### config.mk
export PLATFORM = sky130hd
export DESIGN_NAME = alu_op_issue_flat
export DESIGN_NICKNAME = d
export VERILOG_FILES = /design/src/rtl/alu_op_issue_if.sv /design/src/rtl/alu_op_issue.sv /design/src/flat_wrapper.sv
export SDC_FILE = /design/constraint.sdc
export NUM_CORES = 1
export LEC_CHECK = 0
export ABC_CLOCK_PERIOD_IN_PS = 2400
export BUFFER_PORTS_ARGS = -buffer_cell sky130_fd_sc_hd__buf_2
export CAP_MARGIN = 15
export CORE_MARGIN = 3
export CORE_UTILIZATION = 32
export CTS_BUF_LIST = sky130_fd_sc_hd__clkbuf_8
export DETAILED_ROUTE_END_ITERATION = 16
export HOLD_SLACK_MARGIN = 0.15
export PLACE_DENSITY = 0.71
export SLEW_MARGIN = 20
export SYNTH_ARGS = -nofsm -noshare
export SYNTH_HDL_FRONTEND = slang
export SYNTH_SLANG_ARGS = --single-unit
### constraint.sdc
create_clock -name clk -period 2.4 [get_ports clk]
set_input_delay 0.48 -clock clk [delete_from_list [all_inputs] [get_ports clk]]
set_output_delay 0.48 -clock clk [all_outputs]
set_load 0.02 [all_outputs]
### src/rtl/alu_op_issue_if.sv
// Handshake and data bundle between the ID stage, the ALU issue buffer and EX.
// The master drives the op and operands, and the slave (the issue stage) returns the buffered entry.
interface alu_op_issue_if #(
    parameter int DATA_WIDTH    = 32,
    parameter int OPCODE_LENGTH = 4,
    parameter int CNT_WIDTH     = 8
);
    logic                     in_valid;
    logic                     in_ready;
    logic [1:0]               ALUOp;
    logic [2:0]               Funct3;
    logic [6:0]               Funct7;
    logic [DATA_WIDTH-1:0]    RD1;
    logic [DATA_WIDTH-1:0]    RD2;
    logic                     flush;
    logic                     out_valid;
    logic                     out_ready;
    logic [DATA_WIDTH-1:0]    SrcA;
    logic [DATA_WIDTH-1:0]    SrcB;
    logic [OPCODE_LENGTH-1:0] Operation;
    logic                     Illegal;
    logic [CNT_WIDTH-1:0]     IllegalCount;

    modport master (
        output in_valid, ALUOp, Funct3, Funct7, RD1, RD2, flush, out_ready,
        input  in_ready, out_valid, SrcA, SrcB, Operation, Illegal, IllegalCount
    );

    modport slave (
        input  in_valid, ALUOp, Funct3, Funct7, RD1, RD2, flush, out_ready,
        output in_ready, out_valid, SrcA, SrcB, Operation, Illegal, IllegalCount
    );
endinterface

### src/rtl/alu_op_issue.sv
// ID->EX issue stage: decodes ALUOp/Funct3/Funct7 into an ALU operation code and holds
// it with both operands in a one-entry valid/ready buffer. It supports flush and stall.
module alu_op_issue #(
    parameter int DATA_WIDTH    = 32,
    parameter int OPCODE_LENGTH = 4,
    parameter int CNT_WIDTH     = 8
) (
    input logic          clk,
    input logic          reset,
    alu_op_issue_if.slave bus
);
    typedef enum logic {EMPTY, FULL} state_t;

    localparam logic [OPCODE_LENGTH-1:0] OP_AND = OPCODE_LENGTH'(4'b0000);
    localparam logic [OPCODE_LENGTH-1:0] OP_ADD = OPCODE_LENGTH'(4'b0010);
    localparam logic [OPCODE_LENGTH-1:0] OP_EQ  = OPCODE_LENGTH'(4'b0110);
    localparam logic [OPCODE_LENGTH-1:0] OP_LTU = OPCODE_LENGTH'(4'b0111);
    localparam logic [OPCODE_LENGTH-1:0] OP_ILL = OPCODE_LENGTH'(4'b1111);
    localparam logic [CNT_WIDTH-1:0]     CNT_MAX = '1;

    state_t                   state;
    state_t                   state_nxt;
    logic                     accept;
    logic [OPCODE_LENGTH-1:0] dec_op;
    logic                     dec_ill;

    assign bus.in_ready  = reset & ~bus.flush & ((state == EMPTY) | bus.out_ready);
    assign bus.out_valid = (state == FULL);
    assign accept        = bus.in_valid & bus.in_ready;

    always_comb begin
        dec_op  = OP_ILL;
        dec_ill = 1'b1;
        case (bus.ALUOp)
            2'b00: begin
                dec_op  = OP_ADD;
                dec_ill = 1'b0;
            end
            2'b01: begin
                if (bus.Funct3 == 3'b000) begin
                    dec_op  = OP_EQ;
                    dec_ill = 1'b0;
                end else if (bus.Funct3 == 3'b110) begin
                    dec_op  = OP_LTU;
                    dec_ill = 1'b0;
                end
            end
            2'b10: begin
                // Every R/I-type op that is recognised has Funct7 == 0, so any other value is illegal.
                if (bus.Funct7 == 7'b0000000) begin
                    case (bus.Funct3)
                        3'b000: begin dec_op = OP_ADD; dec_ill = 1'b0; end
                        3'b111: begin dec_op = OP_AND; dec_ill = 1'b0; end
                        3'b011: begin dec_op = OP_LTU; dec_ill = 1'b0; end
                        default: ;
                    endcase
                end
            end
            default: ;
        endcase
    end

    always_comb begin
        state_nxt = state;
        if (bus.flush)
            state_nxt = EMPTY;
        else if (accept)
            state_nxt = FULL;
        else if (bus.out_ready)
            state_nxt = EMPTY;
    end

    always_ff @(posedge clk) begin
        if (!reset)
            state <= EMPTY;
        else
            state <= state_nxt;
    end

    always_ff @(posedge clk) begin
        if (!reset) begin
            bus.SrcA         <= '0;
            bus.SrcB         <= '0;
            bus.Operation    <= '0;
            bus.Illegal      <= 1'b0;
            bus.IllegalCount <= '0;
        end else if (accept) begin
            bus.SrcA      <= bus.RD1;
            bus.SrcB      <= bus.RD2;
            bus.Operation <= dec_op;
            bus.Illegal   <= dec_ill;
            if (dec_ill && bus.IllegalCount != CNT_MAX)
                bus.IllegalCount <= bus.IllegalCount + CNT_WIDTH'(1);
        end
    end
endmodule

### src/flat_wrapper.sv
// flat-port wrapper written by rule: the top's interface ports become plain ports
module alu_op_issue_flat 
#(
    parameter int DATA_WIDTH    = 32,
    parameter int OPCODE_LENGTH = 4,
    parameter int CNT_WIDTH     = 8
)
  (clk, reset, bus_in_valid, bus_ALUOp, bus_Funct3, bus_Funct7, bus_RD1, bus_RD2, bus_flush, bus_out_ready, bus_in_ready, bus_out_valid, bus_SrcA, bus_SrcB, bus_Operation, bus_Illegal, bus_IllegalCount);
  alu_op_issue_if #(.DATA_WIDTH(DATA_WIDTH), .OPCODE_LENGTH(OPCODE_LENGTH), .CNT_WIDTH(CNT_WIDTH)) bus_i ();
  input logic clk;
  input logic reset;
  input wire logic [$bits(bus_i.in_valid)-1:0] bus_in_valid;
  input wire logic [$bits(bus_i.ALUOp)-1:0] bus_ALUOp;
  input wire logic [$bits(bus_i.Funct3)-1:0] bus_Funct3;
  input wire logic [$bits(bus_i.Funct7)-1:0] bus_Funct7;
  input wire logic [$bits(bus_i.RD1)-1:0] bus_RD1;
  input wire logic [$bits(bus_i.RD2)-1:0] bus_RD2;
  input wire logic [$bits(bus_i.flush)-1:0] bus_flush;
  input wire logic [$bits(bus_i.out_ready)-1:0] bus_out_ready;
  output wire logic [$bits(bus_i.in_ready)-1:0] bus_in_ready;
  output wire logic [$bits(bus_i.out_valid)-1:0] bus_out_valid;
  output wire logic [$bits(bus_i.SrcA)-1:0] bus_SrcA;
  output wire logic [$bits(bus_i.SrcB)-1:0] bus_SrcB;
  output wire logic [$bits(bus_i.Operation)-1:0] bus_Operation;
  output wire logic [$bits(bus_i.Illegal)-1:0] bus_Illegal;
  output wire logic [$bits(bus_i.IllegalCount)-1:0] bus_IllegalCount;
  assign bus_i.in_valid = bus_in_valid;
  assign bus_i.ALUOp = bus_ALUOp;
  assign bus_i.Funct3 = bus_Funct3;
  assign bus_i.Funct7 = bus_Funct7;
  assign bus_i.RD1 = bus_RD1;
  assign bus_i.RD2 = bus_RD2;
  assign bus_i.flush = bus_flush;
  assign bus_i.out_ready = bus_out_ready;
  assign bus_in_ready = bus_i.in_ready;
  assign bus_out_valid = bus_i.out_valid;
  assign bus_SrcA = bus_i.SrcA;
  assign bus_SrcB = bus_i.SrcB;
  assign bus_Operation = bus_i.Operation;
  assign bus_Illegal = bus_i.Illegal;
  assign bus_IllegalCount = bus_i.IllegalCount;
  alu_op_issue #(.DATA_WIDTH(DATA_WIDTH), .OPCODE_LENGTH(OPCODE_LENGTH), .CNT_WIDTH(CNT_WIDTH)) u_core (.clk(clk), .reset(reset), .bus(bus_i));
endmodule
==> results_dict.tcl <==
set metrics [dict create \
    fin_worst_skew_ns 0.00719 \
    synth_top_cells_by_area "sky130_fd_sc_hd__dfxtp_1 (54%), sky130_fd_sc_hd__nand2_1 (18%), sky130_fd_sc_hd__a21oi_1 (12%), sky130_fd_sc_hd__clkbuf_1 (2.1%), sky130_fd_sc_hd__nand3_1 (1.2%)" \
    seq_power_share 0.495 \
    cp_cell_sequence "buf_2, or4_1, a211oi_1, o21ai_0, nand3_1, mux2i_1" \
    max_clock_freq_mhz 554 \
    num_antenna_cells 0 \
    worst_reg2reg_startpoint "u_core.bus.out_valid" \
    global_route_wire_length_before_repair_mm 12.8 \
    netlist-cell-type-count 33 \
    dpl-instance-area_um2 3740 \
    grt_max_degree 46 \
    min_path_type "in -> reg" \
    worstSetupPathDepth 6 \
    cts_resized 0 \
    drt_pass1_iterations 4 \
    port_buffers 159 \
    cts.repair_timing.setup_buffer_count 0 \
    worst_skew_pair.late_latency_ns 0.34 \
    report.final.setup_viol 0 \
    cts_max_path_buffers 2 \
    outcome "complete, no violations" \
    switching_share 0.243 \
    remaining_drc_errors 0 \
    dieHeight_um 101 \
    stdcell_count 625 \
    mappedNetlistArea_um2 2860 \
    cts_made_buffers 9 \
    nNetsFinal 597 \
    asyncSetResetFlopFracSynth 0 \
    synth_edf_count 0 \
    worst_path_max_delay_cell "sky130_fd_sc_hd__or4_1" \
    yosysSeqAreaShare 0.538 \
    finalHoldViolations 0 \
    r2r_end "u_core.bus.IllegalCount[4]" \
    vias_per_cell 4.72 \
    post_cts_hold_buffer_count 0 \
    worstSetupStartpointType "primary input" \
    fin_area_um2 3970 \
    mean_area_per_synthesized_cell_um2 7.89 \
    crit_fanout 4 \
    end_kind "flop" \
    switchingPower_mw 0.656 \
    synth_area_leader_cell "sky130_fd_sc_hd__dfxtp_1" \
    syn-num-nets 445 \
    wire_per_inst_um 12.5 \
    placeableCoreArea_um2 8460 \
    clockPowerShare 0.398 \
    initial_utilization 0.338 \
    final_antenna_net_count 0 \
    internal-power_mw 2.04 \
    tightestPinTransition_ns 0.503 \
    drive_gt1_frac 0.354 \
    cp-startpoint "bus_Funct7[2]" \
    cts-root-buf "sky130_fd_sc_hd__clkbuf_8" \
    grt_use_total 0.153 \
    rsz0062_at_grt "no" \
    rrSetupSlack_ns 0.67 \
    period_needed_ns 1.81 \
    path_class "in -> reg" \
    worst-endpoint-required_ns 2.66 \
    gp_routability_congestion 0.815 \
    critical_path.top_delay_family "simple AND/OR/NAND/NOR gates" \
    numPlacedInstances 609 \
    synthCells 363 \
    crit_path_max_incr_delay_ns 0.55 \
    total_congestion_overflow_after_global_routing 0 \
    synthesis.yosys.warnings 0 \
    cp.arrival_ns 2.07 \
    synth_top_cell_area_share 0.538 \
    min_period_over_period 0.752 \
    antenna_found_initial 1 \
    final_cell_utilization_of_the_core 0.469 \
    cts_tree "yes" \
    dr_total_vias 2952 \
    setup_tns_ns 0 \
    power_density_nw_per_um2 680 \
    ff2ff_path_depth 5 \
    rows 33 \
    detailed_place_hpwl_mm 5.83 \
    synth_flop_cell "sky130_fd_sc_hd__dfxtp_1" \
    synth_seq_cells 77 \
    relative_contribution_of_combinational_cells_to_total_power 0.107 \
    worst_slew_margin_rel 0.661 \
    postRouteWirelength_mm 7.82 \
    die-width_um 101 \
    path_clk_slew_ns 0.08 \
    cts.sinks 77 \
    number_of_max_cap_violations 0 \
    area_growth_syn_to_layout_pct 38.6 \
    first_global_vias 2893 \
    io_pins 160 \
    hold_slack_ns 0.372 \
    vdd_ir_drop_max_mv 0.330 \
    timing.critical_path.to "u_core.bus.IllegalCount[2]" \
    fillers 829 \
    die_footprint_um2 10100 \
    h-tree-depth 3 \
    initialDrtViolationCount 80 \
    power.static_leakage_nw 1.81 \
    final_max_slew_viol_count 0 \
    critical_path.n_buffers_inverters 1 \
]
## sequential cells by signal (all words and copies together), names as in the netlist
| signal | flops |
|---|---|
| u_core.bus.out_valid | 1 |
| u_core.bus.Illegal | 1 |
| u_core.bus.Operation | 3 |
| u_core.bus.SrcB | 32 |
| u_core.bus.IllegalCount | 8 |
| u_core.bus.SrcA | 32 |
## power groups by stage
| stage | Combinational, mW | Clock (mW) | Sequential, mW |
|---|---|---|---|
| floorplan | 0.106 | 0 | 1.42 |
| global placement | 0.287 | 0 | 1.37 |
| detailed placement | 0.291 | 0 | 1.37 |
| CTS | 0.292 | 1.13 | 1.34 |
| global route | 0.321 | 1.18 | 1.34 |
| finish | 0.289 | 1.07 | 1.34 |
## cells in the final DEF, fill, tap and decap left out, types with 4 or more instances in the layout
master and n:
sky130_fd_sc_hd__buf_2 159, sky130_fd_sc_hd__nand2_1 138, sky130_fd_sc_hd__dfxtp_1 77, sky130_fd_sc_hd__a21oi_1 71, sky130_fd_sc_hd__clkbuf_8 10, sky130_fd_sc_hd__nor2_1 7
sky130_fd_sc_hd__o21ai_0 7, sky130_fd_sc_hd__nand3_1 7, sky130_fd_sc_hd__buf_4 4
## worst reg2reg max path, stage by stage (launching register included)
cell	delay, ns
sky130_fd_sc_hd__dfxtp_1	0.31
sky130_fd_sc_hd__nor2b_1	0.18
sky130_fd_sc_hd__nor3b_4	0.29
sky130_fd_sc_hd__nand2_1	0.22
sky130_fd_sc_hd__or4_1	0.53
sky130_fd_sc_hd__a21oi_1	0.15
## logic make-up (layout without fill, tap and decap cells)
kind of cell / count (synthesis) / count (layout) / share of synthesized area
AOI/OAI and AO/OA: 87 / 87 / 0.161
xor gates and xnor gates: 1 / 1 / 0.00306
adders and majority gates: 1 / 1 / 0.00437
buffers and inverters: 25 / 182 / 0.0371
DFF: 77 / 77 / 0.538
muxes: 3 / 3 / 0.0105
and+or+nand+nor: 169 / 169 / 0.246
## cell type report
| cell class | instances | area [um2] | share of cell area |
|---|---|---|---|
| clock buffer | 10 | 138 | 0.0347 |
| clock inverter | 6 | 87.6 | 0.0221 |
| inverter | 2 | 7.51 | 0.00189 |
| multi-input combinational | 261 | 1220 | 0.307 |
| sequential | 77 | 1540 | 0.388 |
| tap | 105 | 131 | 0.0331 |
| timing repair buffer | 164 | 846 | 0.213 |
## worst min-delay path by stage
| stage | start | end | cells after the start |
|---|---|---|---|
| after floorplan | u_core.bus.SrcB[3] | u_core.bus.SrcB[3] | 2 |
| after global placement | u_core.bus.SrcB[2] | u_core.bus.SrcB[2] | 2 |
| after detailed placement | u_core.bus.SrcB[31] | u_core.bus.SrcB[31] | 2 |
| after CTS | bus_RD2[28] | u_core.bus.SrcB[28] | 3 |
| after global routing | bus_RD2[8] | u_core.bus.SrcB[8] | 3 |
| final | bus_RD2[11] | u_core.bus.SrcB[11] | 3 |
## per-stage QoR
step | power (mW) | worst slack (ns)
CTS | 2.75 | 0.582
finish | 2.70 | 0.594
detailed placement | 1.66 | 0.272
global route | 2.84 | 0.472
global placement | 1.65 | 0.327
floorplan | 1.52 | 0.557
## routing by layer
| layer | vias to the layer above | GRT usage | wire length, um |
|---|---|---|---|
| li1 | 1510 | - | - |
| met3 | 13 | 0.0512 | 741 |
| met2 | 113 | 0.266 | 3670 |
| met1 | 1314 | 0.174 | 3280 |
| met4 | 2 | 0.0560 | 109 |
| met5 | - | 0 | 13 |
## synth_stat cells, drive strengths merged, types with 3 or more instances
cell type,n
nand2,139
dfxtp,77
a21oi,71
clkbuf,16
buf,7
nand3,7
nor2,7
o21ai,7
mux2i,3
o31ai,3
or3,3
or4,3
Power figures use the tool's default switching activity.
